File: config.mk
export PLATFORM = sky130hd
export DESIGN_NAME = ctrl_sequencer
export DESIGN_NICKNAME = d
export VERILOG_FILES = /design/src/rtl/ctrl_sequencer.sv
export SDC_FILE = /design/constraint.sdc
export NUM_CORES = 1
export LEC_CHECK = 0
export CAP_MARGIN = 15
export CORE_ASPECT_RATIO = 0.7
export CORE_UTILIZATION = 42
export CTS_BUF_LIST = sky130_fd_sc_hd__clkbuf_8
export CTS_CLUSTER_DIAMETER = 200
export DETAILED_ROUTE_END_ITERATION = 10
export PLACE_DENSITY = 0.65
export SLEW_MARGIN = 20
export SYNTH_ARGS = -nofsm -noshare
export SYNTH_HDL_FRONTEND = slang
export SYNTH_SLANG_ARGS = --single-unit
File: constraint.sdc
create_clock -name clk -period 4 [get_ports clk]
set_clock_uncertainty 0.05 [all_clocks]
set_input_delay 0.4 -clock clk [delete_from_list [all_inputs] [get_ports clk]]
set_output_delay 0.4 -clock clk [all_outputs]
set_load 0.005 [all_outputs]
File: src/rtl/ctrl_sequencer.sv
// rtl/ctrl_sequencer.sv - microcoded control sequencer; optional single-step via CTRL_SEQ_STEP_EN
module ctrl_sequencer #(
  parameter int AW     = 4,
  parameter int ITER_W = 8
) (
  input  logic              clk,
  input  logic              rst,
  input  logic              start,
  input  logic [AW-1:0]     start_addr,
  input  logic [ITER_W-1:0] iter,
  input  logic              abort,
  input  logic              prog_we,
  input  logic [AW-1:0]     prog_addr,
  input  logic [15:0]       prog_wdata,
`ifdef CTRL_SEQ_STEP_EN
  input  logic              step_mode,
  input  logic              step,
`endif
  output logic [7:0]        ctrl_bus,
  output logic              busy,
  output logic              done,
  output logic [AW-1:0]     pc
);

  localparam int DEPTH = 2 ** AW;
  // Stored word keeps only the usable target bits: {tgt[AW-1:0], op[1:0], ctrl[7:0]}
  localparam int WW = AW + 10;

  localparam logic [1:0] OP_HALT = 2'b01;
  localparam logic [1:0] OP_LOOP = 2'b10;

  typedef enum logic [1:0] {S_IDLE, S_RUN, S_DONE} state_t;

  logic [WW-1:0]     mem_q [DEPTH];
  state_t            state_q, state_d;
  logic [AW-1:0]     pc_q, pc_d;
  logic [ITER_W-1:0] loop_cnt_q, loop_cnt_d;
  logic [7:0]        ctrl_q, ctrl_d;
  logic              busy_q, busy_d;
  logic              done_q, done_d;
  logic [1:0]        op_q, op_d;
  logic [AW-1:0]     tgt_q, tgt_d;
  logic              issue_q, issue_d;
  logic [WW-1:0]     fetch;
  logic              step_gate;

`ifdef CTRL_SEQ_STEP_EN
  assign step_gate = !step_mode || step;
`else
  assign step_gate = 1'b1;
`endif

  generate
    if (AW < 6) begin : g_unused_tgt
      logic unused_tgt_bits;
      assign unused_tgt_bits = ^prog_wdata[15:AW+10];
    end
  endgenerate

  // Micro-store write port; only honoured while idle, contents survive reset
  always_ff @(posedge clk) begin
    if (prog_we && state_q == S_IDLE) begin
      mem_q[prog_addr] <= prog_wdata[WW-1:0];
    end
  end

  // Next-state, sequencing and registered-output decode
  always_comb begin
    state_d    = state_q;
    pc_d       = pc_q;
    loop_cnt_d = loop_cnt_q;
    op_d       = op_q;
    tgt_d      = tgt_q;
    issue_d    = 1'b0;
    ctrl_d     = 8'h00;
    busy_d     = 1'b0;
    done_d     = 1'b0;
    fetch      = '0;

    case (state_q)
      S_IDLE: begin
        if (start && !abort) begin
          state_d    = S_RUN;
          pc_d       = start_addr;
          loop_cnt_d = iter;
        end
      end
      S_RUN: begin
        if (abort) begin
          state_d = S_IDLE;
        end else if (issue_q) begin
          case (op_q)
            OP_HALT: state_d = S_DONE;
            OP_LOOP: begin
              if (loop_cnt_q != '0) begin
                loop_cnt_d = loop_cnt_q - ITER_W'(1);
                pc_d       = tgt_q;
              end else begin
                pc_d = pc_q + AW'(1);
              end
            end
            default: pc_d = pc_q + AW'(1);
          endcase
        end
      end
      default: state_d = S_IDLE;
    endcase

    // Fetch the word at the next pc so it is on ctrl_bus while pc holds that address
    if (state_d == S_RUN) begin
      fetch   = mem_q[pc_d];
      op_d    = fetch[9:8];
      tgt_d   = fetch[WW-1:10];
      issue_d = (state_q == S_IDLE) ? 1'b1 : step_gate;
      busy_d  = 1'b1;
      if (issue_d) begin
        ctrl_d = fetch[7:0];
      end
    end
    done_d = (state_d == S_DONE);
  end

  // State and output registers with asynchronous reset
  always_ff @(posedge clk or posedge rst) begin
    if (rst) begin
      state_q    <= S_IDLE;
      pc_q       <= '0;
      loop_cnt_q <= '0;
      ctrl_q     <= 8'h00;
      busy_q     <= 1'b0;
      done_q     <= 1'b0;
      op_q       <= 2'b00;
      tgt_q      <= '0;
      issue_q    <= 1'b0;
    end else begin
      state_q    <= state_d;
      pc_q       <= pc_d;
      loop_cnt_q <= loop_cnt_d;
      ctrl_q     <= ctrl_d;
      busy_q     <= busy_d;
      done_q     <= done_d;
      op_q       <= op_d;
      tgt_q      <= tgt_d;
      issue_q    <= issue_d;
    end
  end

  assign ctrl_bus = ctrl_q;
  assign busy     = busy_q;
  assign done     = done_q;
  assign pc       = pc_q;

endmodule
# ---- Yosys cells after proc, flatten, opt, wreduce, memory -nomap -nowiden
# Memories as Yosys holds them, arrays and structs flattened.
# Index checks and enable logic that the tools add are counted.
dict set report op_classes {
  n_div 0
  eq_ne 10
  bitwise 0
  n_addsub 2
  order_cmp 0
  reduce_logical 7
  n_mul 0
  muxes 21
  n_shift 0
}
# operator count
set ops {}
lappend ops {{2-to-1 mux 8 bit} 6}
lappend ops {{2-to-1 mux 4 bit} 4}
lappend ops {{case mux 4 bit (2 select lines)} 2}
lappend ops {{case mux 8 bit (2 select lines)} 1}
lappend ops {{2-to-1 mux 2 bit} 4}
lappend ops {{inequality test 2 bit (second input constant)} 4}
lappend ops {{nonzero test 8 bit} 1}
lappend ops {{subtractor 8 x 1 -> 8 bit (second input constant)} 1}
lappend ops {{== test 2 x 1 -> 1 bit (second input constant)} 3}
lappend ops {{AND reduction 6 bit} 1}
lappend ops {{adder 4 x 1 -> 4 bit (second input constant)} 1}
lappend ops {{== test 2 bit (second input constant)} 2}
lappend ops {{case mux 2 bit (2 select lines)} 1}
lappend ops {{2-to-1 mux 1 bit} 3}
lappend ops {{logical AND 1 bit} 2}
lappend ops {{logical NOT 2 bit} 1}
lappend ops {{inequality test 2 x 1 -> 1 bit (second input constant)} 1}
lappend ops {{nonzero test 2 bit} 1}
lappend ops {{logical NOT 1 bit} 1}
dict set report word_totals {
  mem_count 1
  latchBits 0
  regBits 30
  ramBits 224
  word_cells 49
  rom_bits 0
  input_bits 37
}
# name depth word_bits read_ports rd_clocked_by_memory_dff write_ports line_no
set mem_list {}
lappend mem_list {mem_q 16 14 1 0 1 34} ;# logic [WW-1:0] mem_q [DEPTH];

# ---- Logic depth before layout (Yosys ltp)
# An unclocked memory read counts as a cell.
dict set report depth {
  ltp_word 8
  depth_mapped 13
  depth_no_buf 10
}

# ---- Worst setup path after synthesis
# OpenSTA, ideal clock, no wires.
dict set report synth_timing {
  kind {reg2reg}
  startpoint {reg loop_cnt_q[0]}
  endpoint {reg tgt_q[2]}
  period_less_slack_ns 2.975
  required_ns 3.814
  arrival_ns 2.789
  path_stages_with_launch 12
  setup_ns 0.136
  path_slack_ns 1.025
  cell_sequence {dfrtp_1 -> inv_1 -> ha_1 -> or4b_1 -> buf_2 -> nor2_1 -> a311oi_4 -> nor2_4 -> buf_6 -> mux4_2 -> a22oi_1 -> nand3_1}
}
dict set report synth_via {
  elab_chain_len 7
}
# element line_no
set synth_rtl {}
lappend synth_rtl {{from (decl)} 37} ;# logic [ITER_W-1:0] loop_cnt_q, loop_cnt_d;
lappend synth_rtl {{from (signal assigned)} 138} ;# loop_cnt_q <= loop_cnt_d;
lappend synth_rtl {{nonzero test 8 bit} 95} ;# if (loop_cnt_q != '0) begin
lappend synth_rtl {{2-to-1 mux 4 bit} 95}
lappend synth_rtl {{case mux 4 bit (2 select lines)} 92} ;# case (op_q)
lappend synth_rtl {{2-to-1 mux 4 bit} 91} ;# end else if (issue_q) begin
lappend synth_rtl {{2-to-1 mux 4 bit} 89} ;# if (abort) begin
lappend synth_rtl {{case mux 4 bit (2 select lines)} 80} ;# case (state_q)
lappend synth_rtl {{memory (16 x 14 bit)} -}
lappend synth_rtl {{to (signal assigned)} 143} ;# tgt_q <= tgt_d;
lappend synth_rtl {{to (decl)} 42} ;# logic [AW-1:0] tgt_q, tgt_d;
# Every way passes these cells.
# A chain may end at the register's enable or synchronous reset.

# ---- Worst setup path after layout
dict set report layout_timing {
  startpoint {reg loop_cnt_q[0]}
  endpoint {reg ctrl_q[7], in the netlist ctrl_bus[7]}
}
dict set report layout_via {
  elab_chain_len 8
}
# element line_no
set layout_rtl {}
lappend layout_rtl {{nonzero test 8 bit} 95}
lappend layout_rtl {{2-to-1 mux 4 bit} 95}
lappend layout_rtl {{case mux 4 bit (2 select lines)} 92}
lappend layout_rtl {{2-to-1 mux 4 bit} 91}
lappend layout_rtl {{2-to-1 mux 4 bit} 89}
lappend layout_rtl {{case mux 4 bit (2 select lines)} 80}
lappend layout_rtl {{memory (16 x 14 bit)} -}
lappend layout_rtl {{2-to-1 mux 8 bit} 110} ;# if (state_d == S_RUN) begin
lappend layout_rtl {{via ctrl_d[7]} 38} ;# logic [7:0] ctrl_q, ctrl_d;
lappend layout_rtl {{to (signal assigned)} 139} ;# ctrl_q <= ctrl_d;
lappend layout_rtl {{to (decl)} 38}
# The timed path passes the listed nets, and every way through them passes these cells.

==> flow_summary_export.csv <==
group,metric,value,unit
critical_path,cp.required,4.35,ns
timing,fin_tns_setup,0,ns
yosys,yosysWarningCount,0,
power_and_ir_drop,p_sw,1.80,mW
power_and_ir_drop,p_int,4.63,mW
timing,min_period_over_period,89.3,%
placement,gp_congestion,0.899,
yosys,async_flop_share,11.8,%
yosys,seq_area_frac_synth,73.2,%
yosys,ys_ff_latch,254,
timing,finalMaxSlewViolations,0,
layout,n_antenna_cell,0,
yosys,synth_cell_types,54,
yosys,syn_inst,570,
timing,worst_slack,0.430,ns
critical_path,critPathCaptureType,"flip-flop",
power_and_ir_drop,pwr-share-seq,48.8,%
yosys,synthFlopType,"edfxtp_1",
min_path,min_path_type,"in2async",
power_and_ir_drop,max-vdd-ir-drop,0.336,mV
global_route,grt_start_max_net_pins,44,
status,status,"finished, final reports clean",
die,design.core.area,0.0238,mm^2
power_and_ir_drop,cellPowerDensity,541,mW/mm^2
timing,holdWs,0.254,ns
clock_network,clk_pin_slew,0.06,ns
clock_network,cts_setup_buffers,0,
critical_path,crit_path_start_kind,"flip-flop",
power_and_ir_drop,p_leak,4.11,nW
layout,nets,702,
timing,finalSetupViolations,0,
power_and_ir_drop,finalPower,6.44,mW
clock_network,clk_latency,0.52,ns
critical_path,crit_fanout,43,
layout,drive_gt1_share,18.9,%
die,fp.dieW,188,um
layout,postLayoutCoreUtil,50.0,%
power_and_ir_drop,p_sw_share,28.0,%
global_route,grt_pass1_wl,35200,um
routing,first_pass_iters,5,
layout,seqCellArea,0.00748,mm^2
clock_network,cts_buffer_depth,3,
yosys,syn-num-nets,611,
die,die_area,0.0249,mm^2
clock_network,tritoncts,"built",
timing,slew_headroom,36.3,%
placement,dp_hpwl,14700,um
die,boundaryPins,51,
yosys,synth_edf_count,224,
routing,viasPerCell,5.58,
routing,wl,23000,um
timing,finalHoldViolations,0,
placement,place_ws,0.440,ns
die,initial_utilization,43.0,%
clock_network,clock-sinks,254,
timing,fmax,280,MHz
critical_path,worstPathArrival,3.92,ns
global_route,grt_overflow,0,
layout,multi_input_area,0.00256,mm^2
clock_network,cts_resized,0,
placement,io_buffers,48,
timing,rsz0062_at_grt,"no",
die,chipHeight,132,um
routing,vias,5612,
power_and_ir_drop,clkPwrFrac,29.2,%
routing,drcViolationCount,0,
clock_network,cts_made_buffers,38,
power_and_ir_drop,comb_power_share,22.0,%
yosys,netlist_area,0.0102,mm^2
yosys,syn_avg_cell_area,17.9,um^2
clock_network,h-tree-depth,2,
routing,wire_per_inst,22.9,um
global_route,grt_pass1_vias,5767,
die,num_rows,47,
global_route,antenna_found_initial,0,
routing,drt-initial-drc-count,604,
critical_path,crit_type,"reg2reg",
timing,fin_crit,3.57,ns
layout,fillCellCount,1982,
routing,drtAntennaViolNets,0,
layout,area_growth,16.4,%
clock_network,cts_hold_buf,0,
run,drv_cap,0,
clock_network,root_buffer,"clkbuf_8",
global_route,grt_use_total,19.0,%
timing,worstMarginPinSlew,0.949,ns
-- state kept, by name (all words and copies together) (netlist names) --
register    cells
mem_q         224
ctrl_bus        8
loop_cnt_q      8
pc              4
tgt_q           4
op_q            2
state_q         2
done            1
issue_q         1
-- metal layers --
metal	wire length (um)	global-route usage [%]
met1	10600	28.3
met2	10300	28.7
met3	1580	3.42
met4	512	5.42
met5	0	0
-- power by group through the flow --
stage	Combinational, mW	Sequential (mW)	Clock, mW
final	1.42	3.14	1.88
after global routing	1.53	3.15	2.03
after CTS	1.42	3.14	1.92
after detailed placement	1.42	3.19	0
after global placement	1.37	3.18	0
after floorplan	0.993	3.15	0
-- metrics by stage --
step                      area (um^2)  instances
after floorplan                 10200        570
after global placement          11200        939
after detailed placement        11200        939
after CTS                       11900       1005
after global routing            11900       1005
final                           11900       1005
-- cell usage after synthesis, drive strengths merged (5+ instances only) --
library cell / n / area share (%)
inv: 11 / 0.40
nor3: 14 / 0.69
dfrtp: 30 / 7.4
nand2: 23 / 0.85
o21ai: 20 / 0.98
buf: 15 / 1.1
a21oi: 12 / 0.59
a22oi: 28 / 2.1
or3: 5 / 0.31
nor2b: 8 / 0.49
mux2i: 24 / 2.4
nand3: 11 / 0.54
edfxtp: 224 / 66
nor2: 34 / 1.4
mux4: 45 / 10
clkbuf: 12 / 0.44
-- final timing paths --
| kind | startpoint | endpoint | slack, ns | depth (start not counted) |
|---|---|---|---|---|
| max | loop_cnt_q[0] | ctrl_bus[7] | 0.43 | 11 |
| min | rst | issue_q | 0.25 | 3 |
| max reg2reg | loop_cnt_q[0] | ctrl_bus[7] | 0.43 | 11 |
| min reg2reg | loop_cnt_q[1] | loop_cnt_q[1] | 0.48 | 2 |
| max in group asynchronous | rst | ctrl_bus[2] | 3.31 | 3 |
| min in group clk | iter[1] | loop_cnt_q[1] | 0.48 | 3 |
-- final cells by class --
type                       instances  share of cell area, %
timing repair buffer              78                   6.25
clock inverter                    25                  0.842
sequential                       254                   62.9
multi-input combinational        278                   21.6
inverter                          11                  0.347
tap                              318                   3.35
clock buffer                      41                   4.75
-- cells by family (layout without fill, tap and decap cells) --
| logic type | after synthesis | after routing | synth area share, % |
|---|---|---|---|
| fa+ha+maj | 4 | 4 | 0.490 |
| compound gates | 84 | 84 | 5.77 |
| flops | 254 | 254 | 73.2 |
| xor+xnor | 1 | 1 | 0.0858 |
| buf+inv | 38 | 155 | 1.97 |
| mux | 71 | 71 | 12.6 |
| simple gates | 118 | 118 | 5.88 |
-- worst max-delay path: stages (launching register included) --
cell and delay, ns:
dfrtp_1 0.40, inv_1 0.08, ha_1 0.22, or4b_1 0.64, nor2_1 0.35, a311oi_4 0.17
nor2_4 0.17, buf_12 0.28, buf_4 0.37, mux4_1 0.36, a22oi_1 0.24, nand2_1 0.08
-- cells in the final DEF, fill, tap and decap left out, types with 2 or more instances in the layout --
cell and n:
ha_1 4, mux4_1 2, clkinv_2 2, dfrtp_1 30, a22oi_1 28, and2_1 3
nor3_2 6, o22a_1 4, mux2i_1 24, nor2_1 32, mux4_2 43, nand3_1 11
o2111ai_1 3, nand2b_1 4, buf_12 3, and3_1 4, nor2b_1 8, nand2_1 23
o21ai_0 15, buf_4 27, clkdlybuf4s50_1 48, edfxtp_1 224, nor2_4 2, a21oi_1 12
o211a_1 2, clkinv_1 7, nor3b_1 2, o21ai_1 5, nor3_1 8, a31oi_1 2
nand4_1 2, inv_1 25, clkbuf_8 41, or3_1 5, o22ai_1 4
(Power assumes the default switching activity.)
